--- config.mk ---
export PLATFORM = sky130hd
export DESIGN_NAME = pc16
export DESIGN_NICKNAME = d
export VERILOG_FILES = /design/src/rtl/pc16.sv
export SDC_FILE = /design/constraint.sdc
export NUM_CORES = 1
export LEC_CHECK = 0
export ABC_AREA = 1
export CORE_ASPECT_RATIO = 0.7
export CORE_MARGIN = 2
export CORE_UTILIZATION = 56
export CTS_CLUSTER_DIAMETER = 200
export CTS_CLUSTER_SIZE = 30
export DETAILED_ROUTE_END_ITERATION = 10
export DONT_BUFFER_PORTS = 1
export MAX_ROUTING_LAYER = met4
export PLACE_DENSITY = 0.71
export SETUP_SLACK_MARGIN = 0.3
export SKIP_LAST_GASP = 1
export SYNTH_ARGS = -nofsm -noshare
export SYNTH_HDL_FRONTEND = slang
export SYNTH_SLANG_ARGS = --single-unit
--- constraint.sdc ---
create_clock -name clk -period 1.8 [get_ports clk]
set_clock_uncertainty 0.2 [all_clocks]
set_input_delay 0.18 -clock clk [delete_from_list [all_inputs] [get_ports clk]]
set_output_delay 0.18 -clock clk [all_outputs]
set_load 0.03 [all_outputs]
--- src/rtl/pc16.sv ---
// rtl/pc16.sv - 16-bit Hack program counter built from a priority chain of mux16 stages
`timescale 1ns/1ps

module mux16 #(
  parameter int WIDTH = 16
) (
  input  logic [WIDTH-1:0] a,
  input  logic [WIDTH-1:0] b,
  input  logic             sel,
  output logic [WIDTH-1:0] y
);
  assign y = sel ? b : a;
endmodule

module pc16 #(
  parameter int               WIDTH     = 16,
  parameter logic [WIDTH-1:0] RESET_VAL = '0
) (
  input  logic             clk,
  input  logic             rst_n,
  input  logic             clr,
  input  logic             load,
  input  logic             inc,
  input  logic [WIDTH-1:0] in,
  output logic [WIDTH-1:0] out,
  output logic             wrap
);
  logic [WIDTH:0]   sum;
  logic [WIDTH-1:0] inc_val;
  logic [WIDTH-1:0] load_val;
  logic [WIDTH-1:0] next_val;
  logic             wrap_next;

  // Carry out of the adder is kept only for the wrap flag.
  assign sum = {1'b0, out} + {{WIDTH{1'b0}}, 1'b1};

  mux16 #(.WIDTH(WIDTH)) u_mux_inc (
    .a   (out),
    .b   (sum[WIDTH-1:0]),
    .sel (inc),
    .y   (inc_val)
  );

  mux16 #(.WIDTH(WIDTH)) u_mux_load (
    .a   (inc_val),
    .b   (in),
    .sel (load),
    .y   (load_val)
  );

  mux16 #(.WIDTH(WIDTH)) u_mux_clr (
    .a   (load_val),
    .b   (RESET_VAL),
    .sel (clr),
    .y   (next_val)
  );

  assign wrap_next = inc & ~load & ~clr & sum[WIDTH];

  always_ff @(posedge clk or negedge rst_n) begin
    if (!rst_n) begin
      out  <= RESET_VAL;
      wrap <= 1'b0;
    end else begin
      out  <= next_val;
      wrap <= wrap_next;
    end
  end
endmodule

==> flow_metrics.env <==
export IMPL_status="complete, but fails checks"
export IMPL_violations="negative hold slack"
export IMPL_area_growth_pct=30.4
export IMPL_layout_nets=232
export IMPL_hold_viol=8
export IMPL_viasPerCell=5.51
export IMPL_min_period_ps=1660
export IMPL_endpoint_kind="flip-flop"
export IMPL_r2r_end="out[14]"
export IMPL_power_density_nw_per_um2=605
export IMPL_clk_latency_ps=300
export IMPL_dp_hpwl_um=2170
export IMPL_ir_worst_vdd_mv=0.429
export IMPL_numCtsBuffers=3
export IMPL_fin_area_um2=1580
export IMPL_placed_cell_area_um2=1280
export IMPL_max_clock_path_buffers=2
export IMPL_diodes=0
export IMPL_cts_hold_buf=14
export IMPL_wl_per_cell_um=14.6
export IMPL_drive_gt1_share_pct=23.9
export IMPL_drtIter0Drc=69
export IMPL_placedCellCount=212
export IMPL_register_area_um2=439
export IMPL_regToRegStartpoint="out[1]"
export IMPL_antenna_found_initial=0
export IMPL_syn_inst=185
export IMPL_path_max_fanout=5
export IMPL_hold_depth=1
export IMPL_syn_area_per_cell_um2=6.54
export IMPL_ys_warn_count=0
export IMPL_core_area_um2=2100
export IMPL_fillCellCount=170
export IMPL_period_share_pct=92.0
export IMPL_max_freq_mhz=604
export IMPL_critical_path_class="reg2reg"
export IMPL_hold_class="in2reg"
export IMPL_worst_pin_slew_ps=804
export IMPL_grt_ovfl_total=0
export IMPL_postRouteAntennaNets=0
export IMPL_setup_viol=0
export IMPL_finalNonFillerCells=233
export IMPL_whs_ps=-272
export IMPL_met3_length_um=325
export IMPL_setup_slack_ps=145
export IMPL_grt_max_degree=26
export IMPL_finalPower_mw=0.955
export IMPL_ys_seq_area_share_pct=35.2
export IMPL_final_core_utilization_pct=75.1
export IMPL_synthSimpleGateAreaFrac_pct=41.5
export IMPL_rrSetupSlack_ps=140
export IMPL_firstDrtPassIters=5
export IMPL_clk_pin_slew_ps=100
export IMPL_syn_num_nets=207
export IMPL_totalWireLength_um=3390
export IMPL_synth_distinct_cells=22
export IMPL_grt_usage_pct=26.8
export IMPL_synth_compound_gate_area_share_pct=6.51
export IMPL_globalplace_congestion=0.841
export IMPL_drcViolationCount=0
export IMPL_synth_xor_xnor_area_share_pct=5.07
export IMPL_synth_fa_ha_area_share_pct=1.03
export IMPL_numPortBuffers=0
export IMPL_dieArea_um2=2550
export IMPL_num_rows=14
export IMPL_cp_data_required_time_ps=1800
export IMPL_mostFrequentLayoutCells="nand2_1, nor2_1, inv_1"
export IMPL_drv_cap=0
export IMPL_rr_worst_depth=8
export IMPL_syn_area_um2=1210
export IMPL_wl_met1_um=1440
export IMPL_worstPathArrival_ps=1660
export IMPL_grt_first_pass_wirelength_um=4960
export IMPL_pre_cts_ws_ps=175
export IMPL_multi_input_area_um2=781
export IMPL_synth_top_family_by_area="simple AND/OR/NAND/NOR gates"
export IMPL_grt_pass1_vias=1086
export IMPL_final_common_cell="nand2_1"
export IMPL_relSlewSlack_pct=46.2
export IMPL_die_w_um=59.6
export IMPL_slew_viol_final=0
export IMPL_hold_start="load"
export IMPL_top_layer="met4"
export IMPL_cts_sinks=17
export IMPL_start_util_pct=57.6
export IMPL_dr_wl_met2_um=1570
export IMPL_cts_htree_levels=1
export IMPL_die_h_um=42.9
export IMPL_synthMuxAreaShare_pct=0.827
export IMPL_critPathLaunchType="flip-flop"
export IMPL_ys_seq_elements=17
export IMPL_fin_setup_tns_ps=0
export IMPL_hold_end="wrap"
export IMPL_cts_tree="yes"
export IMPL_num_io_pins=38
export IMPL_p_leak_nw=0.728
export IMPL_vias=1283
export IMPL_rsz0062_at_grt="true"
export IMPL_cts_root_buf="clkbuf_4"
[timing repair]
| action | CTS | global route |
|---|---|---|
| resized for setup | 17 | 13 |
| setup buffers | 1 | 1 |
| gates cloned | 0 | 1 |
| pin swaps | 3 | 5 |
| endpoints found under the setup margin | 13 | 16 |
| endpoints found under the hold margin | 34 | 8 |
[how the worst max path moves through the flow]
stage | slack [ps] | from | end
final | 140 | out[1] | out[14]
after global routing | 70 | out[4] | out[12]
after CTS | 200 | out[1] | out[12]
after detailed placement | 180 | out[1] | out[14]
after global placement | 200 | out[1] | out[14]
after floorplan | 300 | out[1] | out[8]
[logic make-up (layout without fill, tap and decap cells)]
kind of cell / after synthesis / count (layout)
buffers and inverters: 25 / 49
AOI/OAI and AO/OA: 15 / 15
and+or+nand+nor: 119 / 119
adders and majority gates: 1 / 1
xor gates and xnor gates: 7 / 7
muxes: 1 / 1
DFF: 17 / 17
[critical path, stage by stage (launching register included)]
cell and delay (ps):
dfrtp_2 530, ha_4 190, nand3_4 120, nor2_4 170, nand3_2 80, nand2_2 70
nand3_2 70, nand2_1 90, nand2_1 50
[cell usage after synthesis (all sizes together)]
master	count	area share (%)
nor4	1	0.52
o22ai	1	0.52
mux2i	1	0.83
nand2	59	19
o21ai	13	5.4
dfrtp	17	35
inv	20	6.2
buf	5	3.7
nand4	3	1.6
nor2	42	14
o31ai	1	0.62
nand3	14	6.2
xor2	7	5.1
ha	1	1.0
[sequential cells by signal, summed over array words and instances, names as in the netlist]
signal	cells
out	16
wrap	1
[routing by layer]
layer  vias to the layer above  track usage [%]
met5                         -                -
met4                         0             6.22
met3                         8             7.32
met2                        60             39.8
met1                       589             36.5
li1                        626                -
[report_power, final]
part           switching, mW  internal, mW
Combinational          0.149        0.0950
Clock                  0.127        0.0864
Sequential            0.0816         0.417
[cell type report]
cell class / count / area share, %
Clock buffer: 4 / 1.67
Inverter: 20 / 5.15
Multi-Input combinational cell: 143 / 49.5
Sequential cell: 17 / 27.8
Tap cell: 24 / 1.90
Timing Repair Buffer: 24 / 13.6
Timing Repair inverter: 1 / 0.317
Power figures use the tool's default switching activity.
